$ cat src/rtl/rv32i_pkg.sv
// Shared RV32I encoding definitions: instruction classes, opcodes, immediate
// limits and field-packing helpers. Reused by the encoder and the decoder.
package rv32i_pkg;

  typedef enum logic [3:0] {
    CLS_LOAD   = 4'd0,
    CLS_OPIMM  = 4'd1,
    CLS_AUIPC  = 4'd2,
    CLS_STORE  = 4'd3,
    CLS_OP     = 4'd4,
    CLS_LUI    = 4'd5,
    CLS_BRANCH = 4'd6,
    CLS_JALR   = 4'd7,
    CLS_JAL    = 4'd8,
    CLS_XORID  = 4'd9
  } class_e;

  localparam logic [6:0] OPC_LOAD   = 7'b0000011;
  localparam logic [6:0] OPC_OPIMM  = 7'b0010011;
  localparam logic [6:0] OPC_AUIPC  = 7'b0010111;
  localparam logic [6:0] OPC_STORE  = 7'b0100011;
  localparam logic [6:0] OPC_OP     = 7'b0110011;
  localparam logic [6:0] OPC_LUI    = 7'b0110111;
  localparam logic [6:0] OPC_BRANCH = 7'b1100011;
  localparam logic [6:0] OPC_JALR   = 7'b1100111;
  localparam logic [6:0] OPC_JAL    = 7'b1101111;
  localparam logic [6:0] OPC_XORID  = 7'b0001011;

  localparam logic signed [31:0] IMM_I_MIN = -32'sd2048;
  localparam logic signed [31:0] IMM_I_MAX =  32'sd2047;
  localparam logic signed [31:0] IMM_B_MIN = -32'sd4096;
  localparam logic signed [31:0] IMM_B_MAX =  32'sd4094;
  localparam logic signed [31:0] IMM_J_MIN = -32'sd1048576;
  localparam logic signed [31:0] IMM_J_MAX =  32'sd1048574;

  function automatic logic in_range(input logic signed [31:0] v,
                                    input logic signed [31:0] lo,
                                    input logic signed [31:0] hi);
    return (v >= lo) && (v <= hi);
  endfunction

  function automatic logic [31:0] enc_r(input logic f7b, input logic [4:0] rs2,
                                        input logic [4:0] rs1, input logic [2:0] f3,
                                        input logic [4:0] rd, input logic [6:0] opc);
    return {1'b0, f7b, 5'b00000, rs2, rs1, f3, rd, opc};
  endfunction

  function automatic logic [31:0] enc_i(input logic [11:0] imm, input logic [4:0] rs1,
                                        input logic [2:0] f3, input logic [4:0] rd,
                                        input logic [6:0] opc);
    return {imm, rs1, f3, rd, opc};
  endfunction

  function automatic logic [31:0] enc_s(input logic [11:0] imm, input logic [4:0] rs2,
                                        input logic [4:0] rs1, input logic [2:0] f3,
                                        input logic [6:0] opc);
    return {imm[11:5], rs2, rs1, f3, imm[4:0], opc};
  endfunction

  function automatic logic [31:0] enc_b(input logic [12:1] imm, input logic [4:0] rs2,
                                        input logic [4:0] rs1, input logic [2:0] f3,
                                        input logic [6:0] opc);
    return {imm[12], imm[10:5], rs2, rs1, f3, imm[4:1], imm[11], opc};
  endfunction

  function automatic logic [31:0] enc_u(input logic [31:12] imm, input logic [4:0] rd,
                                        input logic [6:0] opc);
    return {imm, rd, opc};
  endfunction

  function automatic logic [31:0] enc_j(input logic [20:1] imm, input logic [4:0] rd,
                                        input logic [6:0] opc);
    return {imm[20], imm[10:1], imm[11], imm[19:12], rd, opc};
  endfunction

endpackage

$ cat src/rtl/instr_encoder_if.sv
// Request/response bus of the instruction encoder; master drives requests
// and out_ready, slave (the encoder) drives in_ready and the encoded beat.
interface instr_encoder_if;
  logic        in_valid;
  logic        in_ready;
  logic [3:0]  Class;
  logic [2:0]  Funct3;
  logic        Funct7;
  logic [4:0]  Rd;
  logic [4:0]  Rs1;
  logic [4:0]  Rs2;
  logic [31:0] Imm;
  logic        out_valid;
  logic        out_ready;
  logic [31:0] Instr;
  logic [31:0] Addr;
  logic        Err;

  modport master (
    output in_valid, Class, Funct3, Funct7, Rd, Rs1, Rs2, Imm, out_ready,
    input  in_ready, out_valid, Instr, Addr, Err
  );

  modport slave (
    input  in_valid, Class, Funct3, Funct7, Rd, Rs1, Rs2, Imm, out_ready,
    output in_ready, out_valid, Instr, Addr, Err
  );
endinterface

$ cat src/rtl/instr_pack.sv
// Combinational RV32I field packing and legality check.
// XORID_EN: when defined, class XORID encodes as a custom R-type (Funct3=100).
module instr_pack
  import rv32i_pkg::*;
(
  input  logic [3:0]  cls,
  input  logic [2:0]  funct3,
  input  logic        funct7,
  input  logic [4:0]  rd,
  input  logic [4:0]  rs1,
  input  logic [4:0]  rs2,
  input  logic [31:0] imm,
  output logic [31:0] instr,
  output logic        illegal
);

  logic [31:0] raw;
  logic        bad;

  always_comb begin
    raw = '0;
    bad = 1'b0;
    case (class_e'(cls))
      CLS_LOAD: begin
        bad = !in_range(imm, IMM_I_MIN, IMM_I_MAX) ||
              (funct3 inside {3'b011, 3'b110, 3'b111});
        raw = enc_i(imm[11:0], rs1, funct3, rd, OPC_LOAD);
      end
      CLS_OPIMM: begin
        // Shift-immediates carry the shift type in instr[30] and a 5-bit shamt.
        if (funct3 == 3'b001 || funct3 == 3'b101) begin
          bad = (imm[31:5] != '0) || (funct7 && funct3 != 3'b101);
          raw = enc_i({1'b0, funct7, 5'b00000, imm[4:0]}, rs1, funct3, rd, OPC_OPIMM);
        end else begin
          bad = !in_range(imm, IMM_I_MIN, IMM_I_MAX) || funct7;
          raw = enc_i(imm[11:0], rs1, funct3, rd, OPC_OPIMM);
        end
      end
      CLS_AUIPC: begin
        bad = (imm[11:0] != '0);
        raw = enc_u(imm[31:12], rd, OPC_AUIPC);
      end
      CLS_STORE: begin
        bad = !in_range(imm, IMM_I_MIN, IMM_I_MAX) || (funct3 > 3'b010);
        raw = enc_s(imm[11:0], rs2, rs1, funct3, OPC_STORE);
      end
      CLS_OP: begin
        bad = funct7 && !(funct3 inside {3'b000, 3'b101});
        raw = enc_r(funct7, rs2, rs1, funct3, rd, OPC_OP);
      end
      CLS_LUI: begin
        bad = (imm[11:0] != '0);
        raw = enc_u(imm[31:12], rd, OPC_LUI);
      end
      CLS_BRANCH: begin
        bad = imm[0] || !in_range(imm, IMM_B_MIN, IMM_B_MAX) ||
              (funct3 inside {3'b010, 3'b011});
        raw = enc_b(imm[12:1], rs2, rs1, funct3, OPC_BRANCH);
      end
      CLS_JALR: begin
        bad = !in_range(imm, IMM_I_MIN, IMM_I_MAX) || (funct3 != 3'b000);
        raw = enc_i(imm[11:0], rs1, funct3, rd, OPC_JALR);
      end
      CLS_JAL: begin
        bad = imm[0] || !in_range(imm, IMM_J_MIN, IMM_J_MAX);
        raw = enc_j(imm[20:1], rd, OPC_JAL);
      end
`ifdef XORID_EN
      CLS_XORID: begin
        bad = (funct3 != 3'b100);
        raw = enc_r(funct7, rs2, rs1, funct3, rd, OPC_XORID);
      end
`endif
      default: bad = 1'b1;
    endcase
  end

  assign illegal = bad;
  assign instr   = bad ? '0 : raw;

endmodule

$ cat src/rtl/instr_encoder.sv
// RV32I instruction encoder: one-deep output stage with valid/ready handshake,
// address counter and saturating illegal-request counter. Honors XORID_EN.
module instr_encoder
  import rv32i_pkg::*;
#(
  parameter logic [31:0] BASE_ADDR = 32'h0000_0000
) (
  input  logic            clk,
  input  logic            rst,
  instr_encoder_if.slave  bus,
  output logic [7:0]      err_count
);

  typedef enum logic {EMPTY, FULL} state_e;

  state_e      state, state_nxt;
  logic        accept, complete;
  logic [31:0] pack_instr;
  logic        pack_illegal;
  logic [31:0] instr_q, addr_q;
  logic        err_q;

  instr_pack u_pack (
    .cls     (bus.Class),
    .funct3  (bus.Funct3),
    .funct7  (bus.Funct7),
    .rd      (bus.Rd),
    .rs1     (bus.Rs1),
    .rs2     (bus.Rs2),
    .imm     (bus.Imm),
    .instr   (pack_instr),
    .illegal (pack_illegal)
  );

  assign bus.in_ready  = !rst && ((state == EMPTY) || bus.out_ready);
  assign bus.out_valid = (state == FULL);
  assign bus.Instr     = instr_q;
  assign bus.Addr      = addr_q;
  assign bus.Err       = err_q;

  always_comb begin
    accept    = bus.in_valid && bus.in_ready;
    complete  = (state == FULL) && bus.out_ready;
    state_nxt = state;
    case (state)
      EMPTY:   if (accept) state_nxt = FULL;
      FULL:    if (complete && !accept) state_nxt = EMPTY;
      default: state_nxt = EMPTY;
    endcase
  end

  always_ff @(posedge clk) begin
    if (rst) state <= EMPTY;
    else     state <= state_nxt;
  end

  // Addr tracks the beat currently presented; it only moves past legal beats.
  always_ff @(posedge clk) begin
    if (rst) begin
      instr_q   <= '0;
      err_q     <= 1'b0;
      addr_q    <= BASE_ADDR;
      err_count <= '0;
    end else begin
      if (complete && !err_q)
        addr_q <= addr_q + 32'd4;
      if (accept) begin
        instr_q <= pack_instr;
        err_q   <= pack_illegal;
        if (pack_illegal && err_count != 8'hFF)
          err_count <= err_count + 8'd1;
      end
    end
  end

endmodule

$ cat src/flat_wrapper.sv
// flat-port wrapper written by rule: the top's interface ports become plain ports
module instr_encoder_flat import rv32i_pkg::*;
#(
  parameter logic [31:0] BASE_ADDR = 32'h0000_0000
)
  (clk, rst, err_count, bus_in_valid, bus_Class, bus_Funct3, bus_Funct7, bus_Rd, bus_Rs1, bus_Rs2, bus_Imm, bus_out_ready, bus_in_ready, bus_out_valid, bus_Instr, bus_Addr, bus_Err);
  instr_encoder_if bus_i ();
  input  logic clk;
  input  logic rst;
  output logic [7:0] err_count;
  input wire logic [$bits(bus_i.in_valid)-1:0] bus_in_valid;
  input wire logic [$bits(bus_i.Class)-1:0] bus_Class;
  input wire logic [$bits(bus_i.Funct3)-1:0] bus_Funct3;
  input wire logic [$bits(bus_i.Funct7)-1:0] bus_Funct7;
  input wire logic [$bits(bus_i.Rd)-1:0] bus_Rd;
  input wire logic [$bits(bus_i.Rs1)-1:0] bus_Rs1;
  input wire logic [$bits(bus_i.Rs2)-1:0] bus_Rs2;
  input wire logic [$bits(bus_i.Imm)-1:0] bus_Imm;
  input wire logic [$bits(bus_i.out_ready)-1:0] bus_out_ready;
  output wire logic [$bits(bus_i.in_ready)-1:0] bus_in_ready;
  output wire logic [$bits(bus_i.out_valid)-1:0] bus_out_valid;
  output wire logic [$bits(bus_i.Instr)-1:0] bus_Instr;
  output wire logic [$bits(bus_i.Addr)-1:0] bus_Addr;
  output wire logic [$bits(bus_i.Err)-1:0] bus_Err;
  assign bus_i.in_valid = bus_in_valid;
  assign bus_i.Class = bus_Class;
  assign bus_i.Funct3 = bus_Funct3;
  assign bus_i.Funct7 = bus_Funct7;
  assign bus_i.Rd = bus_Rd;
  assign bus_i.Rs1 = bus_Rs1;
  assign bus_i.Rs2 = bus_Rs2;
  assign bus_i.Imm = bus_Imm;
  assign bus_i.out_ready = bus_out_ready;
  assign bus_in_ready = bus_i.in_ready;
  assign bus_out_valid = bus_i.out_valid;
  assign bus_Instr = bus_i.Instr;
  assign bus_Addr = bus_i.Addr;
  assign bus_Err = bus_i.Err;
  instr_encoder #(.BASE_ADDR(BASE_ADDR)) u_core (.clk(clk), .rst(rst), .bus(bus_i), .err_count(err_count));
endmodule
$ cat config.mk
export PLATFORM = sky130hd
export DESIGN_NAME = instr_encoder_flat
export DESIGN_NICKNAME = d
export VERILOG_FILES = /design/src/rtl/rv32i_pkg.sv /design/src/rtl/instr_encoder_if.sv /design/src/rtl/instr_pack.sv /design/src/rtl/instr_encoder.sv /design/src/flat_wrapper.sv
export SDC_FILE = /design/constraint.sdc
export NUM_CORES = 1
export LEC_CHECK = 0
export BUFFER_PORTS_ARGS = -buffer_cell sky130_fd_sc_hd__buf_4
export CORE_ASPECT_RATIO = 0.7
export CORE_MARGIN = 3
export CORE_UTILIZATION = 46
export DETAILED_ROUTE_END_ITERATION = 10
export GPL_ROUTABILITY_DRIVEN = 0
export PLACE_DENSITY = 0.83
export REMOVE_ABC_BUFFERS = 1
export SYNTH_ARGS = -nofsm -noshare
export SYNTH_HDL_FRONTEND = slang
export SYNTH_SLANG_ARGS = --single-unit
export TNS_END_PERCENT = 5
$ cat constraint.sdc
create_clock -name clk -period 3.9 [get_ports clk]
set_input_delay 0.78 -clock clk [delete_from_list [all_inputs] [get_ports clk]]
set_output_delay 0.78 -clock clk [all_outputs]
set_load 0.01 [all_outputs]
==> out/metrics.yaml <==
die:
  die_area_um2: 10400
  pin_count: 134
  fp-row-count: 28
  dieHeight_um: 86.1
  coreArea_um2: 8690
  initial_utilization: 0.485
  dieWidth_um: 120
sta:
  finalSetupViolCount: 0
  final-hold-violation-count: 0
  worstMarginPinSlew_ps: 781
  setup-tns-final_ps: 0
  rsz0062_at_grt: "no"
  layout_setup_ws_ps: 861
  clock-skew-final_ps: 5.31
  drv_slew: 0
  fmax_mhz: 329
  post-route-min-period_ps: 3040
  slew-limit-headroom: 0.474
  fin_crit_sh: 0.779
clock_network:
  cts_htree_levels: 3
  path_clk_slew_ps: 60
  cts_buffers: 9
  cts_hold_buffers: 0
  cts.sinks: 71
  root_buffer: "clkbuf_16"
  cts_resized: 0
  cts_setup_buffers: 0
  clock_latency_ps: 320
  clock_path_buffers: 2
  cts_tree: "built"
pwr:
  total_power_mw: 1.89
  ir_drop_mv: 0.232
  cellLeakagePower_nw: 2.25
  power_density_nw_per_um2: 343
layout:
  fin_nets: 712
  area_delta_synth_final_pct: 30.7
  diodes: 0
  post-route-util: 0.634
  drive_above_1_share: 0.280
  layout_common_cells: "buf_4, dfxtp_1, nor2_1"
  final_common_cell: "buf_4"
detailed_routing:
  drt_iter0_drc: 434
  vias: 4559
  dr.pass1.iters: 5
  drc: 0
  detail_route.wl_per_cell_um: 16.8
  ant_nets: 0
  vias_per_cell: 5.88
  wl_um: 13000
synth:
  synth_top_area_frac: 0.337
  synthCells: 543
  synth_warnings: 0
  ys_seq_area_frac: 0.337
  synthTopCellsByArea: "dfxtp_1, a21oi_1, nor2_1, nand2_1, o21ai_2"
  synth_top_area_cell: "dfxtp_1"
  syn_avg_cell_area_um2: 7.76
  ys.flop_type: "dfxtp_1"
  synth_edf_count: 0
  netlist_area_um2: 4210
  ys_seq_elements: 71
  synth_cell_types: 64
  async_flop_share: 0
place:
  dp_slack_ps: 567
  portBuffers: 131
  hpwlAfterDp_um: 9910
grt:
  grt_pass1_vias: 4181
  grtUsageTotal: 0.248
  grt_max_degree: 51
  grt_antenna_before_repair: 0
  grt_first_pass_wirelength_um: 21100
  grt.overflow.total: 0
critical_path:
  cp_slowest_cell: "or4_1"
  critical_path.endpoint_type: "flop"
  critPathArrivalTime_ps: 3290
  crit_chain: "buf_4 -> or4_1 -> nor3_2 -> nand3_1 -> o311ai_1 -> and4_1 -> buf_4 -> nand3_4 -> buf_4 -> o21ai_2"
  crit_required_ps: 4150
  crit_fanout: 18
  cp-start-kind: "input pin"
  cp_slowest_stage_delay_ps: 530
  cp_common_cell: "buf_4"
  critPathKind: "input pin to flop"
run:
  cap_viol_max_count: 0
min_path:
  hold_class: "flop to flop"
outcome:
  outcome: "complete, no violations"
cell type report:
class / instances / area, um^2
fill: 784 / 3180
clock buffer: 10 / 229
multi-input combinational: 423 / 2560
timing repair buffer: 135 / 1010
sequential: 71 / 1420
tap: 120 / 150
clock inverter: 6 / 92.6
inverter: 11 / 41.3
sequential cells by signal, summed over array words and instances, names as in the netlist:
| name | flops |
|---|---|
| u_core.bus.Addr | 30 |
| u_core.bus.Err | 1 |
| u_core.bus.Instr | 31 |
| u_core.bus.out_valid | 1 |
| u_core.err_count | 8 |
power breakdown:
group	internal, mW	switching [mW]
combinational	0.113	0.163
sequential	0.734	0.00729
clock	0.564	0.308
layer usage:
layer	global-route usage	vias to the layer above	share of wire
met5	0	-	0
met4	0.0679	0	0.017
met3	0.0541	29	0.087
met2	0.385	238	0.46
met1	0.350	2119	0.43
li1	-	2173	-
worst paths after layout:
| kind | from | to | slack [ps] | cells past startpoint |
|---|---|---|---|---|
| setup / recovery | bus_Imm[15] | u_core.bus.Instr[15] | 860 | 10 |
| hold / removal | u_core.bus.Instr[5] | u_core.bus.Instr[5] | 460 | 2 |
| setup reg to reg | u_core.bus.out_valid | u_core.bus.Addr[30] | 1600 | 7 |
| hold reg to reg | u_core.bus.Instr[5] | u_core.bus.Instr[5] | 460 | 2 |
cells in the mapped netlist, types with 13 or more instances:
master    number
dfxtp_1       71
xnor2_1       13
o21ai_2       20
nand4_1       15
o21ai_0       13
clkbuf_1      18
a21oi_1       53
xor2_1        18
a22oi_1       17
nand2_1       63
nand3_1       21
nor2_1        64
metrics by stage:
step                      area [um^2]  hold slack (ps)  instances
final                            5510              458        776
after global routing             5510              481        776
after CTS                        5510              454        776
after detailed placement         5190              444        760
after global placement           5190              441        760
after floorplan                  4020              471        505
logic make-up after synthesis:
kind of cell    Yosys count  share of synthesized area
flops                    71                      0.337
mux                      10                     0.0249
xor+xnor                 31                     0.0644
compound gates          154                      0.248
other cells               1                   0.000890
simple gates            224                      0.261
fa+ha+maj                 2                    0.00594
buf+inv                  50                     0.0567
worst max-delay path, delay by kind of cell:
family,cells,cell delay [ps]
AOI/OAI and AO/OA,2,480
buffers and inverters,3,660
and+or+nand+nor,5,1370
Power figures use the tool's default switching activity.
